## src/rtl/note_pkg.sv

```systemverilog
// note_pkg: shared note word width, rest code and half-period constants (C4..B5 at 50 MHz).
package note_pkg;
   localparam int NOTE_W = 19;
   localparam logic [NOTE_W-1:0] REST = '0;
   localparam logic [NOTE_W-1:0] C4 = 19'd95556;
   localparam logic [NOTE_W-1:0] D4 = 19'd85131;
   localparam logic [NOTE_W-1:0] E4 = 19'd75843;
   localparam logic [NOTE_W-1:0] F4 = 19'd71586;
   localparam logic [NOTE_W-1:0] G4 = 19'd63776;
   localparam logic [NOTE_W-1:0] A4 = 19'd56818;
   localparam logic [NOTE_W-1:0] B4 = 19'd50619;
   localparam logic [NOTE_W-1:0] C5 = 19'd47778;
   localparam logic [NOTE_W-1:0] D5 = 19'd42566;
   localparam logic [NOTE_W-1:0] E5 = 19'd37921;
   localparam logic [NOTE_W-1:0] F5 = 19'd35793;
   localparam logic [NOTE_W-1:0] G5 = 19'd31888;
   localparam logic [NOTE_W-1:0] A5 = 19'd28409;
   localparam logic [NOTE_W-1:0] B5 = 19'd25310;
endpackage

```

## src/rtl/hold_timer.sv

```systemverilog
// hold_timer: loadable down-counter that saturates at zero, with a zero flag.
module hold_timer #(
   parameter int W = 4
) (
   input  logic         clk_i,
   input  logic         rst_ni,
   input  logic         load_i,
   input  logic [W-1:0] load_val_i,
   input  logic         dec_i,
   output logic         zero_o
);
   logic [W-1:0] cnt_q, cnt_d;
   always_comb cnt_d = load_i ? load_val_i : (dec_i && cnt_q != '0) ? cnt_q - 1'b1 : cnt_q;
   always_ff @(posedge clk_i) cnt_q <= !rst_ni ? '0 : cnt_d;
   assign zero_o = cnt_q == '0;
endmodule

```

## src/rtl/note_arbiter.sv

```systemverilog
// note_arbiter: fixed-priority voice arbiter with minimum hold time and a silent gap between owners.
module note_arbiter #(
   parameter int NOTE_W   = note_pkg::NOTE_W,
   parameter int MIN_HOLD = 1_500_000,
   parameter int GAP_CYC  = 50_000
) (
   input  logic              CLOCK_50,
   input  logic              resetn,
   input  logic [2:0]        req,
   input  logic [NOTE_W-1:0] period0,
   input  logic [NOTE_W-1:0] period1,
   input  logic [NOTE_W-1:0] period2,
   output logic [NOTE_W-1:0] out_note,
   output logic [2:0]        grant,
   output logic              busy
);
   typedef enum logic [1:0] {IDLE, HOLD, OWN, GAP} state_e;
   localparam int HW = MIN_HOLD > 1 ? $clog2(MIN_HOLD) : 1;
   localparam int GW = GAP_CYC > 1 ? $clog2(GAP_CYC) : 1;
   state_e state_q, state_d;
   logic [2:0] grant_q, grant_d, win;
   logic [NOTE_W-1:0] note_q, note_d, win_p, own_p;
   logic busy_q, busy_d, own_req, hi_req, hold_zero, gap_zero, arb, keep;
   assign win     = req[0] ? 3'b001 : req[1] ? 3'b010 : req[2] ? 3'b100 : 3'b000;
   assign win_p   = win[0] ? period0 : win[1] ? period1 : period2;
   assign own_p   = grant_q[0] ? period0 : grant_q[1] ? period1 : period2;
   assign own_req = |(req & grant_q);
   // grant_q - 1 masks every source of higher priority than the one-hot owner
   assign hi_req  = |(req & (grant_q - 3'd1));
   hold_timer #(.W(HW)) u_hold (
      .clk_i(CLOCK_50), .rst_ni(resetn), .load_i(arb), .load_val_i(HW'(MIN_HOLD - 1)),
      .dec_i(state_q == HOLD), .zero_o(hold_zero)
   );
   hold_timer #(.W(GW)) u_gap (
      .clk_i(CLOCK_50), .rst_ni(resetn), .load_i(state_d == GAP && state_q != GAP),
      .load_val_i(GW'(GAP_CYC - 1)), .dec_i(state_q == GAP), .zero_o(gap_zero)
   );
   always_ff @(posedge CLOCK_50) begin
      if (!resetn) begin
         state_q <= IDLE;
         grant_q <= '0;
         note_q  <= '0;
         busy_q  <= 1'b0;
      end else begin
         state_q <= state_d;
         grant_q <= grant_d;
         note_q  <= note_d;
         busy_q  <= busy_d;
      end
   end
   always_comb begin
      state_d = state_q;
      case (state_q)
         IDLE: state_d = |req ? HOLD : IDLE;
         HOLD: state_d = !own_req ? GAP : hold_zero ? OWN : HOLD;
         OWN:  state_d = (!own_req || hi_req) ? GAP : OWN;
         GAP:  state_d = !gap_zero ? GAP : |req ? HOLD : IDLE;
         default: state_d = IDLE;
      endcase
   end
   always_comb begin
      arb     = (state_q == IDLE || state_q == GAP) && state_d == HOLD;
      keep    = state_d == HOLD || state_d == OWN;
      grant_d = arb ? win : keep ? grant_q : 3'b000;
      note_d  = arb ? win_p : keep ? own_p : '0;
      busy_d  = state_d != IDLE;
   end
   assign out_note = note_q;
   assign grant    = grant_q;
   assign busy     = busy_q;
endmodule

```

## config.mk

```make
export PLATFORM = sky130hd
export DESIGN_NAME = note_arbiter
export DESIGN_NICKNAME = d
export VERILOG_FILES = /design/src/rtl/note_pkg.sv /design/src/rtl/hold_timer.sv /design/src/rtl/note_arbiter.sv
export SDC_FILE = /design/constraint.sdc
export NUM_CORES = 1
export LEC_CHECK = 0
export ABC_AREA = 1
export CORE_MARGIN = 5
export CORE_UTILIZATION = 50
export DETAILED_ROUTE_END_ITERATION = 6
export PLACE_DENSITY_LB_ADDON = 0.15
export SLEW_MARGIN = 20
export SYNTH_ARGS = -nofsm -noshare
export SYNTH_HDL_FRONTEND = slang
export SYNTH_SLANG_ARGS = --single-unit
```

## constraint.sdc

```tcl
create_clock -name CLOCK_50 -period 3.01 [get_ports CLOCK_50]
set_clock_uncertainty 0.2 [all_clocks]
set_input_delay 0.7525 -clock CLOCK_50 [delete_from_list [all_inputs] [get_ports CLOCK_50]]
set_output_delay 0.7525 -clock CLOCK_50 [all_outputs]
set_load 0.01 [all_outputs]
```

Yosys cells after proc, flatten, opt, wreduce, memory -nomap -nowiden

Index checks and enable logic that the tools add are counted.

Register bits: 62
Output and inout port bits: 23
Bits of input ports: 62

Add/sub/neg operators: 3
Reduce and logical (&&, ||, !) cells: 21
Equal/unequal tests: 8
Bitwise operators: 3
Muxes and demuxes: 21

Operators by type and width:

| operator                | count |
|---|---|
| $mux W19                | 6 |
| $mux W21                | 2 |
| $mux W16                | 2 |
| $logic_not A21 Y1       | 1 |
| $reduce_bool A21 Y1     | 1 |
| $sub A21 B1 Y21 const B | 1 |
| $logic_not A16 Y1       | 1 |
| $reduce_bool A16 Y1     | 1 |
| $sub A16 B1 Y16 const B | 1 |
| $mux W3                 | 5 |
| $reduce_or A3 Y1        | 3 |
| $eq A2 B2 Y1 const B    | 4 |
| $pmux W2 S4             | 1 |
| $and A3 B3 Y3           | 2 |
| $mux W2                 | 3 |
| $reduce_bool A2 Y1      | 3 |
| $eq A2 B1 Y1 const B    | 2 |
| $logic_and A1 B1 Y1     | 4 |
| $reduce_or A2 Y1        | 2 |
| $logic_or A1 B1 Y1      | 3 |
| $sub A3 B1 Y3 const B   | 1 |
| $logic_not A2 Y1        | 1 |
| $mux W1                 | 2 |
| $ne A2 B1 Y1 const B    | 1 |
| 3 further kinds         | 3 |

Depth between registers and ports, before layout

Word-level depth: 10
Gate-level depth with buffers: 19
Depth with buffers taken out: 18

Modules after synthesis

Synthesis repeated with hierarchy kept, for this count alone.

Cell total of the unflattened synthesis: 807
Area, all modules: 4645.7 um^2

Modules (own cells, without submodules):

| module               | instances | area each (um^2) | seq. area each (um^2) | cells each |
|---|---|---|---|---|
| note_arbiter         | 1         | 1830.5           | 500.5                 | 328 |
| hold_timer at u_hold | 1         | 1577.8           | 420.4                 | 278 |
| hold_timer at u_gap  | 1         | 1237.4           | 320.3                 | 201 |

Worst setup path after synthesis

OpenSTA, ideal clock, no wires.

Path type: register to register
Start point: register grant_q[0], in the netlist grant[0]
End point: register note_q[0], in the netlist out_note[0]
Clock period less this slack: 2870 ps
Stages on the path, launching flop included: 19
Data arrival time: 2595 ps
Data required time: 2736 ps
Slack: 140 ps
Path through: dfxtp_1 > inv_1 > ha_1 > or2_2 > nand3_1 > nand3b_1 > nand2_1 > nand3_1 > nand2_1 > nand2_1 > ha_1 > inv_1 > nor2_8 > nor2_1 > nand3_2 > o31ai_4 > buf_6 > nand2_1 > a31oi_1

Word-level cells in the longest chain between the ends: 10
Elaborated cells on any way between the ends: 17
Those cells by class: 1 x add/sub; 2 x eq/ne; 6 x mux; 2 x bitwise; 6 x reduce/logical

Ends and longest elaborated chain:

| element                                                     | RTL line                               | text |
|---|---|---|
| from (decl)                                                 | note_arbiter.sv:21                     | `logic [2:0] grant_q, grant_d, win;` |
| from (signal assigned)                                      | note_arbiter.sv:46                     | `grant_q <= grant_d;` |
| $sub A3 B1 Y3 / $and A3 B3 Y3 (equally long branches)       | note_arbiter.sv:29, note_arbiter.sv:27 |  |
| $and A3 B3 Y3 / $reduce_or A3 Y1 (equally long branches)    | note_arbiter.sv:29, note_arbiter.sv:27 |  |
| $reduce_or A3 Y1 / $logic_not A1 Y1 (equally long branches) | note_arbiter.sv:29, note_arbiter.sv:56 |  |
| $logic_or A1 B1 Y1                                          | note_arbiter.sv:56                     | `OWN: state_d = (!own_req \|\| hi_req) ? GAP : OWN;` |
| $mux W1                                                     | note_arbiter.sv:56                     |  |
| $pmux W2 S4 *                                               | note_arbiter.sv:53                     | `case (state_q)` |
| named net state_d[0]                                        | note_arbiter.sv:20                     | `state_e state_q, state_d;` |
| $eq A2 B1 Y1 / $eq A2 B2 Y1 (equally long branches)         | note_arbiter.sv:62, note_arbiter.sv:63 |  |
| $logic_or A1 B1 Y1                                          | note_arbiter.sv:63                     | `keep = state_d == HOLD \|\| state_d == OWN;` |
| $mux W19                                                    | note_arbiter.sv:65                     | `note_d = arb ? win_p : keep ? own_p : '0;` |
| $mux W19 *                                                  | note_arbiter.sv:65                     |  |
| to (signal assigned)                                        | note_arbiter.sv:47                     | `note_q <= note_d;` |
| to (decl)                                                   | note_arbiter.sv:22                     | `logic [NOTE_W-1:0] note_q, note_d, win_p, own_p;` |

The timed path passes the listed nets; every way through them passes the cells marked *.
A chain may end at the register's enable or synchronous reset.

Final worst setup path

Start point: input req[0]
End point: register note_q[12], in the netlist out_note[12]

Word-level cells in the longest chain between the ends: 10
Elaborated cells on any way between the ends: 21
Those cells by class: 2 x eq/ne; 10 x mux; 2 x bitwise; 7 x reduce/logical

Ends and longest elaborated chain:

| element                                             | RTL line                               | text |
|---|---|---|
| from (decl)                                         | note_arbiter.sv:9                      | `input logic [2:0] req,` |
| $and A3 B3 Y3                                       | note_arbiter.sv:27                     | `assign own_req = \|(req & grant_q);` |
| $reduce_or A3 Y1                                    | note_arbiter.sv:27                     |  |
| $logic_not A1 Y1                                    | note_arbiter.sv:56                     |  |
| $logic_or A1 B1 Y1                                  | note_arbiter.sv:56                     |  |
| $mux W1                                             | note_arbiter.sv:56                     |  |
| $pmux W2 S4 *                                       | note_arbiter.sv:53                     |  |
| named net state_d[0]                                | note_arbiter.sv:20                     |  |
| $eq A2 B1 Y1 / $eq A2 B2 Y1 (equally long branches) | note_arbiter.sv:62, note_arbiter.sv:63 |  |
| $logic_or A1 B1 Y1                                  | note_arbiter.sv:63                     |  |
| $mux W19                                            | note_arbiter.sv:65                     |  |
| $mux W19 *                                          | note_arbiter.sv:65                     |  |

Marks and branches as above.

==> key figures <==
Outcome
  • Outcome: finished, final reports clean

Clocking
  • Clock Tree Root: clkbuf_8
  • CTS sink cnt: 62
  • Clk_lat worst skew: 0.34 ns
  • Htree depth: 3
  • Clock transition at path regs: about 0.070 ns
  • CTS tree: yes
  • Clock tree buffer depth: 2
  • Num CTS Buffers: 9

Global route
  • Vias in the first global route: 4,001
  • Largest net degree at the start of global routing: 21
  • First-pass GRT wire length: between 15,000 and 20,000 um
  • Gr ovfl total: 0
  • Initial antenna violation count: 0
  • Total track usage: 24.39%

Setup path
  • Critical path's slowest cell: dlygate4sd2_1
  • Arr. time, crit path: 2.96 ns
  • Critical Path End Type: register
  • Startpoint class of the critical path: input pin
  • Critical-path maximum fanout: 8
  • Crit Path Class: input pin to register
  • CP peak stage delay: 0.29 ns
  • Cell Chain, Critical Path: dlygate4sd2_1 -> nand2_1 -> nand3_2 -> nand3b_1 -> nand2_2 -> nand3_2 -> nand2_2 -> nand2_4 -> inv_2 -> ha_1 -> inv_2 -> nor2_4 -> buf_4 -> nand3_2 -> o31ai_4 -> buf_6 -> nand2_1 -> a31oi_1
  • Worst EP required: 3.08 ns
  • Most frequent CP cell: nand3_2

Synth
  • Top cells by area, synth: dfxtp_1 (35%), nand2_1 (15%), nand3_1 (7.7%)
  • Flops & latches, synth: 62
  • Post-synthesis net count: 614
  • Synth warn: 0
  • Yosys top cell by area: dfxtp_1
  • Cell area after synthesis: 3561 um2
  • Mapped Cells: 541
  • Synth top area share: 34.86%
  • Avg Inst Size Synth: 6.582 um2
  • Synth unique cells: 35
  • Sequential area share after synthesis: between 30% and 40%

Layout
  • Area grow syn2layout: 43.32%
  • Fin cells: 767
  • Commonest non-fill, non-tap cell in the layout: nand2_1
  • Ant. Diodes: 0
  • Most frequent cells in the layout: nand2_1 (141), clkdlybuf4s50_1 (81), nor2_1 (67)
  • Net count, final: 739
  • Layout cell share with drive strength beyond 1: 15.95%

Worst hold path
  • Worst Hold Class: register to register

STA
  • Minimum hold slack: 0.2841 ns
  • Max Transition Viols Final: 0
  • Minimum clock period: between 2 and 3 ns
  • Final period utilization: a little over nine tenths
  • Max Freq: approximately 0.35 GHz
  • Slew HR: around two thirds
  • Final hold vios: 0
  • Worst Max-Slew Pin Slew: 0.5057 ns
  • # setup viols final: 0

Power
  • Pwr dens: between 700 and 800 nW/um2
  • Pleak: 0.002283 uW
  • Power Total: roughly 3900 uW
  • Peak VDD IR: 338.3 uV

Detailed routing
  • Drt drc: 0
  • Detailed-route wire length: 10,810 um
  • Drt pass-1 iters: 5
  • DRT iter0 DRCs: between 150 and 200
  • WL/cell: 14.09 um
  • Vias per inst: 5.146
  • DR vias: 3,947
  • ANT nets after route: 0

Placement
  • DPL Wire Length: about 7600 um
  • Gpl congestion: 0.9067
  • DP Cell Count: 736
  • Port-buffer cells: 84

Die
  • I/O pins: 85
  • Die Width: roughly 94 um
  • DIE HEIGHT: roughly 94 um
  • Die Area: 8909 um2
  • Std-Cell Rows: 30
  • Initial Utilization: 51.84%
  • Core area: 6869 um2

Job
  • Max-Cap Viols: 0
==> cell usage after synthesis <==
master      n
a21o_1      1
o31ai_4     1
buf_6       4
o21ai_4     1
buf_2       5
clkbuf_1    2
o21ai_0    17
or2_1       1
buf_1       2
inv_2       5
or2_2       1
a31oi_1    22
nor2_8      1
nand3_2     2
o32ai_1     1
xnor2_1     3
buf_4       4
a21oi_1    26
nand2_2     4
o21ai_1     2
ha_1       11
nand3_1    55
a211oi_1    1
dfxtp_1    62
nor4_1      1
nor2_2      5
inv_1      65
nand4_1     9
nand2_1   145
nand3b_1    2
nor3_1      2
nor2_4      1
xor2_1      7
inv_4       1
nor2_1     69
==> per-layer routing <==
metal / track usage [%] / part of all wire (%) / routed length, um / vias to the layer above
met1: 28.18 / 41 / 4401 / 1809
met3: 4.940 / 5.5 / 593 / 32
met5: 0 / 0 / 0 / -
li1: - / - / - / 1986
met4: 10.71 / 3.1 / 331 / 0
met2: 43.38 / 51 / 5480 / 120
==> state kept, by name, summed over array words and instances (netlist names) <==
signal        count
u_hold.cnt_q     21
out_note         19
u_gap.cnt_q      16
grant             3
state_q           2
busy              1
==> through the flow <==
| stage | utilization [%] | cell area, um2 | setup slack (ns) | setup TNS [ns] |
|---|---|---|---|---|
| floorplan | - | 3561 | 0.1405 | 0 |
| global placement | 68.20 | 4684 | -0.4003 | -10.54 |
| detailed placement | 68.20 | 4684 | -0.6282 | -15.74 |
| CTS | 73.04 | 5017 | 0.008688 | 0 |
| global route | 74.30 | 5104 | -0.03826 | -0.1074 |
| finish | 74.30 | 5104 | 0.1182 | 0 |
==> cell families (layout without fill, tap and decap cells) <==
| group | after synthesis | count (layout) | synth area share, % |
|---|---|---|---|
| simple gates | 298 | 298 | 36.12 |
| buf+inv | 88 | 218 | 10.79 |
| compound gates | 72 | 72 | 11.91 |
| flops | 62 | 62 | 34.86 |
| fa+ha+maj | 11 | 11 | 3.865 |
| xor+xnor | 10 | 10 | 2.460 |
==> critical path, delay by kind of cell <==
family | cells | cell delay [ns]
buffers and inverters | 5 | 0.70
AOI/OAI and AO/OA | 2 | 0.26
adders and majority gates | 1 | 0.29
and+or+nand+nor | 10 | 0.95
==> report_power, final <==
group          switching, uW  leakage [uW]  internal, uW  total, uW
registers                126      0.000510           997       1120
logic                   1150       0.00168           917       2060
clock network            325     0.0000968           377        702
==> final timing paths <==
check | from | to | slack [ns] | cells past startpoint
setup / recovery | req[0] | out_note[12] | 0.12 | 18
hold / removal | u_hold.cnt_q[7] | u_hold.cnt_q[7] | 0.28 | 2
setup reg to reg | grant[0] | out_note[12] | 0.18 | 19
hold reg to reg | u_hold.cnt_q[7] | u_hold.cnt_q[7] | 0.28 | 2
==> area by class of cell <==
class	instances	area, um2
inverters	71	271.5
multi-input cells	391	2032
fillers	512	1765
flip-flops and latches	62	1244
clock buffers	11	131.4
repair buffers	131	1255
clock inverters	5	50.05
well taps	96	120.1
==> what timing repair did <==
action	4_1_cts	5_1_grt
pin swaps	6	11
resized for setup	18	28
endpoints found under the setup margin	28	42
cloned	2	1
setup buffers	12	0
hold buffers	0	0
endpoints found under the hold margin	0	0
(Power assumes the default switching activity.)
